### src/rtl/fp_addsub_param.sv
// Multi-cycle floating-point add/subtract with round-to-nearest-even, special-value
// handling and exception flags. One operation in flight; denormal inputs flush to zero.
module fp_addsub_param #(
  parameter int EXP_W = 8,
  parameter int MAN_W = 23
) (
  input  logic                   clk,
  input  logic                   rst,
  input  logic                   start,
  input  logic                   op,
  input  logic [EXP_W+MAN_W:0]   X,
  input  logic [EXP_W+MAN_W:0]   Y,
  output logic [EXP_W+MAN_W:0]   sum,
  output logic                   valid,
  output logic                   busy,
  output logic [3:0]             flags
);
  localparam int W   = EXP_W + MAN_W + 1;
  localparam int MW  = MAN_W + 4;  // hidden, fraction, guard, round, sticky
  localparam int EW1 = EXP_W + 1;
  localparam logic [EW1-1:0] EXP_MAX = {1'b0, {EXP_W{1'b1}}};
  localparam logic [W-1:0]   QNAN    = {1'b0, {EXP_W{1'b1}}, 1'b1, {(MAN_W-1){1'b0}}};

  // Handshake: start is sampled only in IDLE; busy is high in every other state;
  // valid is a one-cycle strobe in DONE, when sum/flags already hold the new result.
  typedef enum logic [2:0] {S_IDLE, S_ALIGN, S_ADD, S_NORM, S_ROUND, S_DONE} state_t;
  state_t state_q, state_d;

  logic [W-1:0]   x_q, x_d, y_q, y_d, sum_q, sum_d;
  logic           op_q, op_d, sign_q, sign_d, sign_s_q, sign_s_d;
  logic [3:0]     flags_q, flags_d;
  logic [EW1-1:0] exp_q, exp_d;
  logic [MW-1:0]  man_l_q, man_l_d, man_s_q, man_s_d;
  logic [MW:0]    mant_q, mant_d;

  // Operand decode
  logic [EXP_W-1:0] x_exp, y_exp, exp_l, exp_s, exp_diff;
  logic [MAN_W-1:0] x_frac, y_frac;
  logic x_nan, y_nan, x_inf, y_inf, x_zero, y_zero, eff_ys, x_ge;
  logic [MW-1:0] man_big, man_sml, man_lost, man_al;

  assign x_exp   = x_q[W-2:MAN_W];
  assign y_exp   = y_q[W-2:MAN_W];
  assign x_frac  = x_q[MAN_W-1:0];
  assign y_frac  = y_q[MAN_W-1:0];
  assign x_nan   = (&x_exp) & (|x_frac);
  assign y_nan   = (&y_exp) & (|y_frac);
  assign x_inf   = (&x_exp) & ~(|x_frac);
  assign y_inf   = (&y_exp) & ~(|y_frac);
  assign x_zero  = ~(|x_exp);
  assign y_zero  = ~(|y_exp);
  assign eff_ys  = y_q[W-1] ^ op_q;
  assign x_ge    = x_q[W-2:0] >= y_q[W-2:0];
  assign exp_l   = x_ge ? x_exp : y_exp;
  assign exp_s   = x_ge ? y_exp : x_exp;
  assign exp_diff = exp_l - exp_s;
  assign man_big = {1'b1, (x_ge ? x_frac : y_frac), 3'b000};
  assign man_sml = {1'b1, (x_ge ? y_frac : x_frac), 3'b000};
  // Shifts of MW or more give zero from the shifter and an all-ones mask, leaving only S.
  assign man_lost = man_sml & ~({MW{1'b1}} << exp_diff);
  assign man_al   = (man_sml >> exp_diff) | {{(MW-1){1'b0}}, |man_lost};

  // Rounding on the normalised mantissa; a fraction carry-out means 1.0 at exp+1
  logic             rnd_inc, rnd_carry, rnd_inexact;
  logic [MAN_W-1:0] rnd_frac;
  logic [EW1-1:0]   rnd_exp, exp_inc, exp_dec;

  assign rnd_inc     = mant_q[2] & (mant_q[1] | mant_q[0] | mant_q[3]);
  assign rnd_inexact = mant_q[2] | mant_q[1] | mant_q[0];
  assign {rnd_carry, rnd_frac} = {1'b0, mant_q[MW-2:3]} + {{MAN_W{1'b0}}, rnd_inc};
  assign rnd_exp = exp_q + {{EXP_W{1'b0}}, rnd_carry};
  assign exp_inc = exp_q + EW1'(1);
  assign exp_dec = exp_q - EW1'(1);

  always_comb begin
    state_d  = state_q;
    x_d      = x_q;
    y_d      = y_q;
    op_d     = op_q;
    sum_d    = sum_q;
    flags_d  = flags_q;
    sign_d   = sign_q;
    sign_s_d = sign_s_q;
    exp_d    = exp_q;
    man_l_d  = man_l_q;
    man_s_d  = man_s_q;
    mant_d   = mant_q;
    case (state_q)
      S_IDLE: begin
        if (start) begin
          x_d     = X;
          y_d     = Y;
          op_d    = op;
          state_d = S_ALIGN;
        end
      end
      S_ALIGN: begin
        state_d = S_DONE;
        flags_d = 4'b0000;
        if (x_nan | y_nan) begin
          sum_d = QNAN;
        end else if (x_inf & y_inf & (x_q[W-1] != eff_ys)) begin
          sum_d   = QNAN;
          flags_d = 4'b1000;
        end else if (x_inf) begin
          sum_d = x_q;
        end else if (y_inf) begin
          sum_d = {eff_ys, y_q[W-2:0]};
        end else if (x_zero & y_zero) begin
          sum_d = {x_q[W-1] & eff_ys, {(W-1){1'b0}}};
        end else if (x_zero) begin
          sum_d = {eff_ys, y_q[W-2:0]};
        end else if (y_zero) begin
          sum_d = x_q;
        end else begin
          state_d  = S_ADD;
          flags_d  = flags_q;
          sign_d   = x_ge ? x_q[W-1] : eff_ys;
          sign_s_d = x_ge ? eff_ys : x_q[W-1];
          exp_d    = {1'b0, exp_l};
          man_l_d  = man_big;
          man_s_d  = man_al;
        end
      end
      S_ADD: begin
        mant_d  = (sign_q == sign_s_q) ? ({1'b0, man_l_q} + {1'b0, man_s_q})
                                       : ({1'b0, man_l_q} - {1'b0, man_s_q});
        state_d = S_NORM;
      end
      S_NORM: begin
        if (mant_q == '0) begin
          sum_d   = '0;
          flags_d = 4'b0000;
          state_d = S_DONE;
        end else if (mant_q[MW]) begin
          mant_d = {1'b0, mant_q[MW:2], mant_q[1] | mant_q[0]};
          exp_d  = exp_inc;
          if (exp_inc == EXP_MAX) begin
            sum_d   = {sign_q, {EXP_W{1'b1}}, {MAN_W{1'b0}}};
            flags_d = 4'b0101;
            state_d = S_DONE;
          end
        end else if (!mant_q[MW-1]) begin
          mant_d = {mant_q[MW-1:0], 1'b0};
          exp_d  = exp_dec;
          if (exp_dec == '0) begin
            sum_d   = {sign_q, {(W-1){1'b0}}};
            flags_d = 4'b0011;
            state_d = S_DONE;
          end
        end else begin
          state_d = S_ROUND;
        end
      end
      S_ROUND: begin
        if (rnd_exp == EXP_MAX) begin
          sum_d   = {sign_q, {EXP_W{1'b1}}, {MAN_W{1'b0}}};
          flags_d = {1'b0, 1'b1, 1'b0, rnd_inexact};
        end else begin
          sum_d   = {sign_q, rnd_exp[EXP_W-1:0], rnd_frac};
          flags_d = {3'b000, rnd_inexact};
        end
        state_d = S_DONE;
      end
      S_DONE:  state_d = S_IDLE;
      default: state_d = S_IDLE;
    endcase
  end

  always_ff @(posedge clk or negedge rst) begin
    if (!rst) begin
      state_q  <= S_IDLE;
      x_q      <= '0;
      y_q      <= '0;
      op_q     <= 1'b0;
      sum_q    <= '0;
      flags_q  <= '0;
      sign_q   <= 1'b0;
      sign_s_q <= 1'b0;
      exp_q    <= '0;
      man_l_q  <= '0;
      man_s_q  <= '0;
      mant_q   <= '0;
    end else begin
      state_q  <= state_d;
      x_q      <= x_d;
      y_q      <= y_d;
      op_q     <= op_d;
      sum_q    <= sum_d;
      flags_q  <= flags_d;
      sign_q   <= sign_d;
      sign_s_q <= sign_s_d;
      exp_q    <= exp_d;
      man_l_q  <= man_l_d;
      man_s_q  <= man_s_d;
      mant_q   <= mant_d;
    end
  end

  assign sum   = sum_q;
  assign flags = flags_q;
  assign valid = (state_q == S_DONE);
  assign busy  = (state_q != S_IDLE);
endmodule

### config.mk
export PLATFORM = sky130hd
export DESIGN_NAME = fp_addsub_param
export DESIGN_NICKNAME = d
export VERILOG_FILES = /design/src/rtl/fp_addsub_param.sv
export SDC_FILE = /design/constraint.sdc
export NUM_CORES = 1
export LEC_CHECK = 0
export CAP_MARGIN = 20
export CORE_ASPECT_RATIO = 0.8
export CORE_MARGIN = 8
export CORE_UTILIZATION = 55
export CTS_BUF_LIST = sky130_fd_sc_hd__clkbuf_8 sky130_fd_sc_hd__clkbuf_16
export CTS_CLUSTER_SIZE = 25
export DETAILED_ROUTE_END_ITERATION = 10
export PLACE_DENSITY = 0.84
export RECOVER_POWER = 100
export SLEW_MARGIN = 20
export SYNTH_ARGS = -nofsm -noshare
export SYNTH_HDL_FRONTEND = slang
export SYNTH_SLANG_ARGS = --single-unit
### constraint.sdc
create_clock -name clk -period 8.35 [get_ports clk]
set_input_delay 1.67 -clock clk [delete_from_list [all_inputs] [get_ports clk]]
set_output_delay 1.67 -clock clk [all_outputs]
set_load 0.005 [all_outputs]
==> flow_summary.ini, run 1 <==
[clock_network]
cts_resized = 0
post-cts-setup-buffer-count = 0
clk_pin_slew_worst_paths_ns = 0.08
cts_made_buffers = 17
ctsRootBufferMaster = clkbuf_16
postCtsHoldBufs = 0
clockBufferDepth = 2
cts_sinks = 194
clk_latency_ns = 0.46
cts_tree = built
htree_levels = 4

[logic_synthesis]
synth_commonest_cells = 210 x a21oi_1, 205 x nand2_1, 194 x dfrtp_1
yosysTopAreaCellShare_pct = 31.7
synthCells = 1885
syn_nets = 2043
async_flop_share_pct = 100
synth_cell_types = 82
synth_ff_type = dfrtp_1
syn_avg_cell_area_um2 = 8.12
synth_most_common_cell = a21oi_1
yosysSeqAreaShare_pct = 31.7
yosysTopAreaCell = dfrtp_1
synth_area_um2 = 15300
yosysWarnings = 0
synth_edf_count = 0
ys_ff_latch = 194
synth_area_leaders = dfrtp_1 32%, ha_1 7.3%, a21oi_1 6.9%

[sta]
finalSetupViolations = 0
slew_headroom_pct = -123
finalCritPeriodShare_pct = 77.8
max_freq_mhz = 154
finalSetupTns_ns = 0
finClkSkew_ns = 0.0148
fin_crit_ns = 6.50
worst_slew_pin_slew_ns = 3.35
drv_slew = 347
hold_violations = 0
rsz0062_at_grt = false

[setup_path]
crit_fanout = 34
crit_top_cell = o21ai_0
critical_path_class = flip-flop to flip-flop
endpoint_kind = flip-flop
path_delay_family = compound AO/OA/AOI/OAI gates
crit_arrival_ns = 6.82
path_cells = ha_1 > buf_4 > nand4_1 > nor4_1 > a211oi_2 > and3_1 > nand2_1 > nor2_1 > a21oi_1 > ha_1 > o21ai_0 > a21boi_0 > o21a_1 > o21ai_0 > o211ai_1 > nor3_1 > a31o_2 > o21ai_2 > nor2_1 > nand2_1 > o21ai_0 > a221o_1
required_ns = 8.68
cp_slowest_stage_delay_ns = 0.78
critPathBufInv = 1
rrSetupSlack_ns = 1.85
cp_slowest_cell = o21ai_2
critical_path.startpoint_type = flip-flop

[finish]
regArea_um2 = 4850
diodes = 0
layout.nets = 2066
fin_cells = 2284
drive_gt1_share_pct = 6.15
fill_cells = 2385
final_cell_area_um2 = 17000
syn_to_final_growth_pct = 11.2
utilization_pct = 62.3
multiInputGateArea_um2 = 9540

[grt]
grt_overflow = 0
antenna_found_initial = 3
grt_pass1_vias = 13800
grt.total_usage_pct = 30.4
grt_start_max_net_pins = 101
grt_pass1_wl_um = 80300

[die]
fp-row-count = 54
core-area_um2 = 27300
io_pins = 106
fp.dieArea_um2 = 33400
fp.dieW_um = 202
die_h_um = 165
start_util_pct = 56.1

[placed_design]
finalWeightedCongestion = 1.01
place_area_um2 = 16500
dp_hpwl_um = 38800
io_buffers = 105
dp_cells = 2253

[routing]
first_iter_violations = 2187
firstDrtPassIters = 8
post_drt_wl_per_cell_um = 22.8
viasPerCell = 6.61
wirelength_um = 52000
antenna_left = 0
route.detailed.drc = 0
vias = 15100

[min_path]
hp-class = flip-flop to flip-flop

[run_status]
outcome = finished with violations
violations = capacitance limit, slew limit

[run]
cap_viol_max_count = 7
-- metrics by stage --
step           hold slack (ns)  worst slack [ns]
3_3_place_gp             0.489              2.51
6_report                 0.506              1.85
4_1_cts                  0.511              2.46
5_1_grt                  0.529              1.49
3_5_place_dp             0.495              2.47
2_1_floorplan            0.469              3.32
-- worst paths after layout --
check                                 start  cells past startpoint           to
worst max-delay path                x_q[23]                     22   man_s_q[5]
worst min-delay path            man_l_q[26]                      1  man_l_q[26]
worst max register to register      x_q[23]                     22   man_s_q[5]
worst min register to register  man_l_q[26]                      1  man_l_q[26]
max in group asynchronous               rst                      2       y_q[7]
min in group asynchronous               rst                      1     exp_q[3]
-- kinds of logic (layout without fill, tap and decap cells) --
logic type / after synthesis / count (layout) / synth area share (%)
compound gates: 574 / 574 / 23.3
xor+xnor: 69 / 69 / 4.00
fa+ha+maj: 90 / 90 / 7.41
buf+inv: 231 / 266 / 6.17
flops: 194 / 194 / 31.7
mux: 131 / 131 / 9.12
simple gates: 596 / 596 / 18.3
-- sequential cells by signal (all words and copies together), names as in the netlist --
register  cells
exp_q         9
sign_s_q      1
sum          32
x_q          32
man_l_q      24
flags         4
man_s_q      27
sign_q        1
state_q       3
op_q          1
y_q          32
mant_q       28
-- worst reg2reg max path: stages (launching register included) --
cell and delay [ns]:
dfrtp_1 0.47, ha_1 0.32, buf_4 0.40, nand4_1 0.25
nor4_1 0.34, a211oi_2 0.13, and3_1 0.24, nand2_1 0.64
nor2_1 0.11, a21oi_1 0.16, ha_1 0.23, o21ai_0 0.10
a21boi_0 0.30, o21a_1 0.15, o21ai_0 0.08, o211ai_1 0.30
nor3_1 0.09, a31o_2 0.23, o21ai_2 0.78, nor2_1 0.47
nand2_1 0.14, o21ai_0 0.10, a221o_1 0.33
-- cell usage in the layout, fill, tap and decap left out, types with 21 or more instances in the layout --
cell type,instances
nor2_1,158
o22ai_1,26
mux2_2,46
xor2_1,21
mux2i_1,82
inv_1,108
nand2_1,204
clkdlybuf4s50_1,65
nor4_1,28
ha_1,89
nor3_1,43
a21oi_1,210
xnor2_1,44
o21ai_0,136
dlygate4sd3_1,39
dfrtp_1,194
nand3_1,47
-- layer usage --
metal,global-route usage [%],part of all wire (%),up-vias
met5,0,0.079,-
met4,7.77,2.5,6
met3,9.59,14,126
met2,44.6,42,1004
met1,43.0,41,7124
li1,-,-,6827
-- final cells by class --
type / instances / area share (%)
timing repair buffer: 130 / 7.08
inverter: 105 / 2.32
clock inverter: 14 / 0.831
sequential: 194 / 28.5
tap: 364 / 2.68
multi-input combinational: 1460 / 56.1
clock buffer: 17 / 2.50
Power of run 1 is left out: the tool's default activity adds up to more than one toggle a clock period on the data nets, which glitch-free logic cannot reach.
==> run 2: changes to the inputs <==
==> constraint.sdc (replaced) <==
create_clock -name clk -period 6.23 [get_ports clk]
set_input_delay 1.246 -clock clk [delete_from_list [all_inputs] [get_ports clk]]
set_output_delay 1.246 -clock clk [all_outputs]
set_load 0.005 [all_outputs]
==> run 2 against run 1 <==
Compared with the run above: the run still ends with capacitance limit, slew limit left; clock skew is 0.00096 ns lower; wire length is 0.43% higher; global-route usage is 0.49 points higher; critical endpoint is now mant_q[0].
==> flow_summary.ini, run 2 (synthesis results as in run 1) <==
[routing]
post_drt_wl_per_cell_um = 22.8
firstDrtPassIters = 6
wirelength_um = 52300
vias = 15100
route.detailed.drc = 0
antenna_left = 0
viasPerCell = 6.59
first_iter_violations = 2173

[finish]
layout_common_cells = 210 x a21oi_1, 204 x nand2_1, 194 x dfrtp_1
syn_to_final_growth_pct = 12.1
layout_commonest_cell = a21oi_1
drive_gt1_share_pct = 6.85
layout.nets = 2072
fill_cells = 2362
utilization_pct = 62.8
diodes = 0

[die]
die_h_um = 165
fp-row-count = 54
fp.dieArea_um2 = 33400
io_pins = 106
start_util_pct = 56.1
fp.dieW_um = 202
core-area_um2 = 27300

[setup_path]
critical_path.startpoint_type = flip-flop
endpoint_kind = flip-flop
crit_fanout = 40
crit_arrival_ns = 5.97
cp_slowest_stage_delay_ns = 1.70
required_ns = 6.60
critical_path_class = flip-flop to flip-flop
path_cells = clkbuf_1 > or2_0 > nor2_1 > nand4_1 > o21ai_0 > clkbuf_1 > inv_1 > nor2_1 > buf_4 > a21oi_1 > o21ai_0 > a22oi_1
cp_slowest_cell = a21oi_1

[grt]
grt_pass1_wl_um = 81900
grt_pass1_vias = 14000
antenna_found_initial = 0
grt.total_usage_pct = 30.9
grt_start_max_net_pins = 98
grt_overflow = 0

[sta]
holdWs_ns = 0.508
finClkSkew_ns = 0.0139
fin_crit_ns = 5.60
worst_slew_pin_slew_ns = 4.23
finalSetupViolations = 0
hold_violations = 0
max_freq_mhz = 179
slew_headroom_pct = -182
rsz0062_at_grt = false
finalCritPeriodShare_pct = 89.9
drv_slew = 387
finalSetupTns_ns = 0

[clock_network]
cts_made_buffers = 17
cts_sinks = 194
clockBufferDepth = 2
cts_resized = 0
clk_pin_slew_worst_paths_ns = 0.09
ctsRootBufferMaster = clkbuf_16
htree_levels = 4
post-cts-setup-buffer-count = 0
clk_latency_ns = 0.47
postCtsHoldBufs = 0
cts_tree = built

[placed_design]
finalWeightedCongestion = 0.995
dp_hpwl_um = 39400
io_buffers = 105

[run]
cap_viol_max_count = 7

[min_path]
hp-class = flip-flop to flip-flop

[run_status]
outcome = finished with violations
violations = capacitance limit, slew limit
-- run 2: changes by cell type in the layout (fill, tap and decap cells not counted), moves of 3 or more --
cell      previous run  this run
clkinv_4             4         1
buf_4               15        24
inv_1              108       105
inv_8                0         6
clkinv_8             0         3
clkbuf_1            10         4
-- run 2: path summary, 6_finish.rpt --
| check | startpoint | endpoint | slack, ns | depth (start not counted) |
|---|---|---|---|---|
| setup / recovery | mant_q[27] | mant_q[0] | 0.63 | 12 |
| hold / removal | flags[1] | flags[1] | 0.51 | 1 |
| setup reg to reg | mant_q[27] | mant_q[0] | 0.63 | 12 |
| hold reg to reg | flags[1] | flags[1] | 0.51 | 1 |
| max in group asynchronous | rst | man_l_q[5] | 1.27 | 2 |
| min in group asynchronous | rst | exp_q[8] | 2.49 | 1 |
-- run 2: layer usage --
layer  global-route usage [%]  vias up  part of all wire, %
met5                        0        -                    0
met4                     8.69        0                  2.5
met3                     8.97       95                   12
met2                     45.1      894                   42
met1                     44.0     7278                   43
li1                         -     6832                    -
-- run 2: per-stage QoR --
step                      setup slack (ns)  cell area [µm²]  std cells
after floorplan                       1.20            15300       1885
after global placement                1.24            16600       2259
after detailed placement              1.14            16600       2259
after CTS                             1.11            17200       2291
after global routing                 0.370            17200       2291
final                                0.630            17200       2291
-- run 2: critical path: cells and delay by family (launching register included) --
family,cells,cell delay [ns]
AOI/OAI and AO/OA,4,2.28
buffers and inverters,4,1.92
and+or+nand+nor,4,0.97
DFF,1,0.32
-- run 2: final cells by class --
cell class	count	area (µm²)	share of cell area [%]
flip-flops and latches	194	4850	28.3
clock buffers	17	425	2.48
repair buffers	136	1270	7.38
well taps	364	455	2.65
inverters	105	394	2.30
clock inverters	15	204	1.19
multi-input cells	1460	9550	55.7
Power of run 2 is left out for the same reason.
